`src/rtl/ss_scan_controller_pkg.sv`:
```
// Shared types and defaults for the serial scan controller.
// Imported by the top and the window matcher.
package ss_scan_controller_pkg;

    typedef enum logic [1:0] {
        S_IDLE   = 2'd0,
        S_SHIFT  = 2'd1,
        S_REPORT = 2'd2
    } state_e;

    localparam int          DEF_PAT_LEN = 2;
    localparam logic [1:0]  DEF_PATTERN = 2'b11;

endpackage

```
`src/rtl/ss_window_match.sv`:
```
// Sliding bit window with fill tracking.
// Flags a hit when a full window equals the pattern.
module ss_window_match
    import ss_scan_controller_pkg::*;
#(
    parameter int                 PAT_LEN = DEF_PAT_LEN,
    parameter logic [PAT_LEN-1:0] PATTERN = DEF_PATTERN
) (
    input  logic clock,
    input  logic reset,
    input  logic clear_i,
    input  logic shift_en_i,
    input  logic bit_i,
    output logic hit_o
);

    localparam int FW = $clog2(PAT_LEN + 1);

    logic [PAT_LEN-1:0] win_q, win_d;
    logic [FW-1:0]      fill_q, fill_d;

    // Next window/fill; hit looks at the post-shift values.
    always_comb begin
        win_d  = win_q;
        fill_d = fill_q;
        hit_o  = 1'b0;
        if (clear_i) begin
            win_d  = '0;
            fill_d = '0;
        end else if (shift_en_i) begin
            win_d  = {win_q[PAT_LEN-2:0], bit_i};
            fill_d = (fill_q == FW'(PAT_LEN)) ? fill_q
                                              : fill_q + FW'(1);
            hit_o  = (fill_d == FW'(PAT_LEN)) && (win_d == PATTERN);
        end
    end

    // Window and fill registers.
    always_ff @(posedge clock or posedge reset) begin
        if (reset) begin
            win_q  <= '0;
            fill_q <= '0;
        end else begin
            win_q  <= win_d;
            fill_q <= fill_d;
        end
    end

endmodule

```
`src/rtl/ss_scan_controller.sv`:
```
// Word-to-serial scan sequencer with per-word hit count
// and a saturating running total.
module ss_scan_controller
    import ss_scan_controller_pkg::*;
#(
    parameter int                 DATA_W  = 8,
    parameter int                 PAT_LEN = DEF_PAT_LEN,
    parameter logic [PAT_LEN-1:0] PATTERN = DEF_PATTERN,
    parameter int                 CNT_W   = 4,
    parameter int                 TOTAL_W = 16
) (
    input  logic               clock,
    input  logic               reset,
    input  logic               in_valid,
    output logic               in_ready,
    input  logic [DATA_W-1:0]  in_data,
    input  logic               keep_history,
    output logic               out_valid,
    input  logic               out_ready,
    output logic [CNT_W-1:0]   out_count,
    input  logic               clear_total,
    output logic [TOTAL_W-1:0] total_hits,
    output logic               busy
);

    localparam int IDX_W = (DATA_W > 1) ? $clog2(DATA_W) : 1;
    localparam int SUM_W = ((TOTAL_W > CNT_W) ? TOTAL_W : CNT_W) + 1;

    state_e             state_q, state_d;
    logic [DATA_W-1:0]  sreg_q, sreg_d;
    logic [IDX_W-1:0]   idx_q, idx_d;
    logic [CNT_W-1:0]   hit_cnt_q, hit_cnt_d;
    logic [TOTAL_W-1:0] total_q, total_d;

    logic               win_clear;
    logic               shift_en;
    logic               hit;
    logic               handshake;
    logic [TOTAL_W-1:0] base;
    logic [SUM_W-1:0]   sum;

    ss_window_match #(
        .PAT_LEN (PAT_LEN),
        .PATTERN (PATTERN)
    ) u_match (
        .clock      (clock),
        .reset      (reset),
        .clear_i    (win_clear),
        .shift_en_i (shift_en),
        .bit_i      (sreg_q[DATA_W-1]),
        .hit_o      (hit)
    );

    // Next state, datapath updates and handshake outputs.
    always_comb begin
        state_d   = state_q;
        sreg_d    = sreg_q;
        idx_d     = idx_q;
        hit_cnt_d = hit_cnt_q;
        win_clear = 1'b0;
        shift_en  = 1'b0;
        in_ready  = 1'b0;
        out_valid = 1'b0;
        out_count = '0;
        handshake = 1'b0;
        unique case (state_q)
            S_IDLE: begin
                in_ready = 1'b1;
                if (in_valid) begin
                    sreg_d    = in_data;
                    idx_d     = '0;
                    hit_cnt_d = '0;
                    win_clear = !keep_history;
                    state_d   = S_SHIFT;
                end
            end
            S_SHIFT: begin
                shift_en  = 1'b1;
                sreg_d    = sreg_q << 1;
                hit_cnt_d = hit_cnt_q + CNT_W'(hit);
                idx_d     = idx_q + IDX_W'(1);
                if (idx_q == IDX_W'(DATA_W - 1))
                    state_d = S_REPORT;
            end
            S_REPORT: begin
                out_valid = 1'b1;
                out_count = hit_cnt_q;
                if (out_ready) begin
                    handshake = 1'b1;
                    state_d   = S_IDLE;
                end
            end
            default: state_d = S_IDLE;
        endcase
    end

    // Running total: clear applies before the reported count is added.
    always_comb begin
        base = clear_total ? '0 : total_q;
        sum  = SUM_W'(base) + SUM_W'(hit_cnt_q);
        if (handshake)
            total_d = (sum > SUM_W'({TOTAL_W{1'b1}})) ? '1
                                                      : sum[TOTAL_W-1:0];
        else
            total_d = base;
    end

    // FSM state register.
    always_ff @(posedge clock or posedge reset) begin
        if (reset) state_q <= S_IDLE;
        else       state_q <= state_d;
    end

    // Shift register, bit index, hit count and total registers.
    always_ff @(posedge clock or posedge reset) begin
        if (reset) begin
            sreg_q    <= '0;
            idx_q     <= '0;
            hit_cnt_q <= '0;
            total_q   <= '0;
        end else begin
            sreg_q    <= sreg_d;
            idx_q     <= idx_d;
            hit_cnt_q <= hit_cnt_d;
            total_q   <= total_d;
        end
    end

    assign total_hits = total_q;
    assign busy       = (state_q != S_IDLE);

endmodule

```
`config.mk`:
```
export PLATFORM = sky130hd
export DESIGN_NAME = ss_scan_controller
export DESIGN_NICKNAME = d
export VERILOG_FILES = /design/src/rtl/ss_scan_controller_pkg.sv /design/src/rtl/ss_window_match.sv /design/src/rtl/ss_scan_controller.sv
export SDC_FILE = /design/constraint.sdc
export NUM_CORES = 1
export LEC_CHECK = 0
export CORE_MARGIN = 4
export CORE_UTILIZATION = 29
export DETAILED_ROUTE_END_ITERATION = 12
export GPL_ROUTABILITY_DRIVEN = 1
export GPL_TIMING_DRIVEN = 0
export PLACE_DENSITY_LB_ADDON = 0.25
export SLEW_MARGIN = 10
export SYNTH_ARGS = -nofsm -noshare
export SYNTH_HDL_FRONTEND = slang
export SYNTH_HIERARCHICAL = 1
export SYNTH_SLANG_ARGS = --single-unit
```
`constraint.sdc`:
```
create_clock -name clock -period 2.95 [get_ports clock]
set_clock_uncertainty 0.15 [all_clocks]
set_input_delay 0.885 -clock clock [delete_from_list [all_inputs] [get_ports clock]]
set_output_delay 0.885 -clock clock [all_outputs]
set_load 0.03 [all_outputs]
```
After elaboration in Yosys (flattened, before gate mapping):

Index checks and enable logic that the tools add are counted.
W data, S select, Z words.

* register bits: 36
* bits of input ports: 14
* output and inout port bits: 23

* add/subtract/negate cells: 4
* magnitude comparators: 1
* equal/unequal tests: 9
* mux-type cells: 28
* reductions and logical operators: 8

Operators by type and width (count)
* $mux W16: 3
* $add A16 B4 Y17: 1
* $gt A17 B16 Y1 const B: 1
* $pmux W8 S2: 1
* $mux W2: 6
* $mux W1: 11
* $eq A2 B2 Y1 const B: 4
* $mux W4: 2
* $mux W8: 1
* $pmux W4 S2: 1
* $ne A2 B2 Y1 const B: 3
* $pmux W2 S3: 1
* $pmux W3 S2: 1
* $reduce_bool A2 Y1: 3
* $add A4 B1 Y4: 1
* $add A3 B1 Y3 const B: 1
* $eq A3 B3 Y1 const B: 1
* $mux W3: 1
* $reduce_and A3 Y1: 1
* $add A2 B1 Y2 const B: 1
* $eq A2 B1 Y1 const B: 1
* $logic_not A2 Y1: 1
* $reduce_and A2 Y1: 1
* $logic_and A1 B1 Y1: 1
* $logic_not A1 Y1: 1

Logic depth before layout (Yosys ltp):

* depth in word-level cells: 8
* gate-level depth with buffers: 11

By module:

The synthesis kept the hierarchy.

By module, submodules not included
* ss_scan_controller: times used 1, cells an instance 196, area an instance 1876.8 um^2, sequential area each 825.8 um^2
* ss_window_match: times used 1, cells an instance 15, area an instance 156.4 um^2, sequential area each 75.1 um^2

Least setup slack after synthesis:

OpenSTA, ideal clock, no wires.

* path type: input to register
* start point: input clear_total
* end point: register total_q[2], in the netlist total_hits[2]
* arrival: 2761 ps
* data required time: 2713 ps
* path slack: -47 ps
* stages: 11
* path through: clkbuf_1 -> nor2b_1 -> ha_1 -> inv_1 -> fa_1 -> nand2b_1 -> o2bb2ai_1 -> nor3_4 -> nand2_2 -> buf_2 -> o211ai_1

* longest elaborated chain between the ends: 5

Ends and longest elaborated chain
* from (decl): line ss_scan_controller.sv:21 `input logic clear_total,`
* $mux W16 *: line ss_scan_controller.sv:99 `base = clear_total ? '0 : total_q;`
* $add A16 B4 Y17: line ss_scan_controller.sv:100 `sum = SUM_W'(base) + SUM_W'(hit_cnt_q);`
* $gt A17 B16 Y1: line ss_scan_controller.sv:102 `total_d = (sum > SUM_W'({TOTAL_W{1'b1}})) ? '1`
* $mux W16: line ss_scan_controller.sv:102
* $mux W16 *: line ss_scan_controller.sv:101 `if (handshake)`
* via total_d[2]: line ss_scan_controller.sv:33 `logic [TOTAL_W-1:0] total_q, total_d;`
* to (signal assigned): line ss_scan_controller.sv:125 `total_q <= total_d;`
* to (decl): line ss_scan_controller.sv:33

Mark *: on every way through the listed nets, which the timed path passes. The rest lies on a longest branch.
A chain may end at the register's enable or synchronous reset.

Worst setup path in the final report:

* start point: register state_q[0]
* end point: output busy

* longest elaborated chain between the ends: 1

Ends and longest elaborated chain
* from (decl): line ss_scan_controller.sv:29 `state_e state_q, state_d;`
* from (signal assigned): line ss_scan_controller.sv:111 `else state_q <= state_d;`
* $reduce_bool A2 Y1: line ss_scan_controller.sv:130 `assign busy = (state_q != S_IDLE);`
* to (decl): line ss_scan_controller.sv:23 `output logic busy`

No other way between the ends.

==> summary.txt <==
Final layout
  – Layout Nets: 281
  – Core Util, Final: between 30% and 40%
  – Layout cell share with drive strength beyond 1: between 10% and 20%
  – Area added between synthesis and finish: 33.2%
  – Antenna Cells: 0
  – Fin area: roughly 2700 sq um

Floorplanning
  – Die width: 91.7 um
  – Die height: 91.7 um
  – # IOs: 37
  – Initial Util: between 20% and 30%
  – Site row count: 30
  – Die area: 8410 sq um
  – CORE AREA: roughly 6800 sq um

Timing
  – Slew HR: a little over half
  – Final setup viols: 0
  – Fin Hold WS: approximately 0.34 ns
  – Worst slew pin tran: a little over 0.7 ns
  – RSZ-0062 raised after global routing: false
  – Tmin final: between 2 and 3 ns
  – Final Hold Fails: 0
  – Fin. max-slew vios: 0
  – Final Cycle Share: between 90% and 100%
  – PnR worst setup slack: between 0.09 and 0.1 ns
  – TNS Setup: 0 ns
  – FMAX: between 300 and 400 MHz

Synthesis
  – Cell with the most instances after synthesis: dfrtp_1
  – Mapped cell area: roughly 2000 sq um
  – YS warnings: 6
  – Avg Inst Size Synth: between 9 and 10 sq um
  – Instance count of the mapped netlist: 211
  – Synth async-reset ratio: 100%
  – Yosys top cell area share: between 40 and 50%
  – Syn_nets: 235
  – Synth area leaders: dfrtp_1 (44%), ha_1 (5.5%), nand2_1 (4.2%)
  – Yosys top cell by area: dfrtp_1
  – Distinct cells, synth: 46
  – Post-synthesis sequential area ratio: around 44%
  – Main synth FF type: dfrtp_1
  – #FFs+latches synth: 36
  – Synth top cells by count: dfrtp_1 (36), nand2_1 (23), o21ai_0 (15)
  – EDFF count, synth: 0

Global routing
  – Total grt overflow: 0
  – Largest net degree at the start of global routing: 34
  – Initial antenna violation count: 0
  – Overall routing resource usage: 12.0%
  – Vias in the first global route: 1645
  – First-pass GRT wire length: 8.08 mm

CTS
  – H-tree depth: 2
  – TritonCTS clock tree: done
  – Worst-Skew Late Latency: slightly below 0.3 ns
  – Num CTS Buffers: 5
  – Maximum root-to-sink buffer count: 2
  – Reg clk slew, reported paths: 0.07 ns
  – CTS sink count: 36
  – Clock root cell: clkbuf_8

Drt
  – Routed vias/inst: ~4.7
  – Number of detailed-route iterations in the first pass: 4
  – DRC: 0
  – Vias: between 1500 and 2000
  – Wire length per cell: between 10 and 15 um
  – Initial drt markers: 49
  – Final wirelength: ~4.7 mm
  – Antenna-violating nets left: 0

Critical path
  – Element type at the critical path end: primary output
  – Startpoint types: flip-flop
  – Critical path peak fanout: 10
  – R2R cell count: 8
  – R2r startpoint: state_q[0]
  – Start point of the critical path: state_q[0]
  – Setup Crit Path Kind: flip-flop to primary output
  – Cell breakdown of the critical path: buf_2, or2_2, clkdlybuf4s50_1
  – Flop2flop setup slack: roughly 0.43 ns
  – Slowest stage delay, CP: 0.61 ns
  – Crit path capture: busy
  – Critical Path AT: around 1.8 ns
  – Critical Path RT: ~1.9 ns
  – Slowest CP cell: clkdlybuf4s50_1
  – FF-to-FF End: hit_cnt_q[2]

Placement
  – Port Buf Inserts: 36
  – DP Area: ~2500 sq um
  – Gpl congestion: a little under 0.8
  – Final HPWL DP: approximately 3.4 mm
  – DP Worst Slack: -1.11 ns

Power
  – Lkg Pwr: between 1 and 1.5 nW
  – Power Density: 543 nW/um^2
  – Worst VDD drop: 0.340 mV

Job
  – Max Cap Viol: 0

Worst hold path
  – Hold Crit Class: flip-flop to flip-flop
  – Min-Delay Path Depth: 2

Outcome
  – Run status: finished, final reports clean
==> metrics by stage <==
step | std cells | power, mW
4_1_cts | 351 | 1.49
5_1_grt | 353 | 1.59
2_1_floorplan | 211 | 0.961
3_5_place_dp | 343 | 1.10
6_report | 353 | 1.47
3_3_place_gp | 343 | 1.08
==> routing by layer <==
layer  global-route usage [%]  wire [um]
met1                     15.6       2240
met2                     19.5       2180
met3                     2.87        260
met4                     4.08         61
met5                        0          0
==> layout make-up <==
class / count / area (sq um)
Buffer: 9 / 58.8
Clock buffer: 7 / 96.3
Fill cell: 696 / 4090
Inverter: 12 / 50.0
Multi-Input combinational cell: 154 / 1100
Sequential cell: 36 / 901
Tap cell: 96 / 120
Timing Repair Buffer: 39 / 379
==> registers in the layout, indices dropped and copies added (netlist names) <==
| register | cells |
|---|---|
| hit_cnt_q | 4 |
| u_match/fill_q | 2 |
| total_hits | 16 |
| state_q | 2 |
| sreg_q | 8 |
| u_match/win_q | 1 |
| idx_q | 3 |
==> what timing repair did <==
action,in CTS,in global routing
gates resized for setup,21,8
gates cloned,0,0
setup endpoints to repair,24,14
buffers inserted,1,2
pin swaps,1,3
hold buffers,0,0
==> cell usage in the layout (no fill, tap or decap), types with 5 or more instances in the layout <==
cell type and count:
nor2b_1 7, mux2i_1 5, nand2_1 23, ha_1 8, clkdlybuf4s50_1 30, inv_1 10, a21oi_1 10, clkbuf_8 7
nor2_1 11, o21ai_0 15, nor3b_1 7, a22o_1 7, xnor2_1 8, dfrtp_1 36
==> worst min path at each step <==
| stage | startpoint | end | slack (ns) |
|---|---|---|---|
| 2_1_floorplan | sreg_q[1] | sreg_q[1] | 0.30 |
| 3_3_place_gp | sreg_q[2] | sreg_q[2] | 0.32 |
| 3_5_place_dp | sreg_q[1] | sreg_q[1] | 0.33 |
| 4_1_cts | sreg_q[4] | sreg_q[4] | 0.34 |
| 5_1_grt | sreg_q[4] | sreg_q[4] | 0.37 |
| 6_report | sreg_q[4] | sreg_q[4] | 0.34 |
==> worst max-delay path, delay by kind of cell (launching register included) <==
family | cells | cell delay, ns
flip-flops | 1 | 0.40
AND/OR/NAND/NOR | 1 | 0.34
buffers and inverters | 2 | 0.81
==> cell families (layout without fill, tap and decap cells) <==
kind of cell | Yosys count | count (layout) | synth area share (%)
AO/OA/AOI/OAI | 43 | 43 | 13.4
buffers and inverters | 21 | 67 | 4.18
flip-flops | 36 | 36 | 44.3
adder cells (fa/ha/maj) | 10 | 10 | 6.52
multiplexers | 7 | 7 | 3.57
AND/OR/NAND/NOR | 82 | 82 | 22.9
XOR/XNOR | 12 | 12 | 5.17
==> where the power goes <==
| group | switching, mW | leakage, nW | internal (mW) |
|---|---|---|---|
| registers | 0.0649 | 0.483 | 0.593 |
| clock network | 0.178 | 0.0503 | 0.208 |
| logic | 0.235 | 0.683 | 0.191 |
Note: power is estimated with default switching activity, not from simulation.
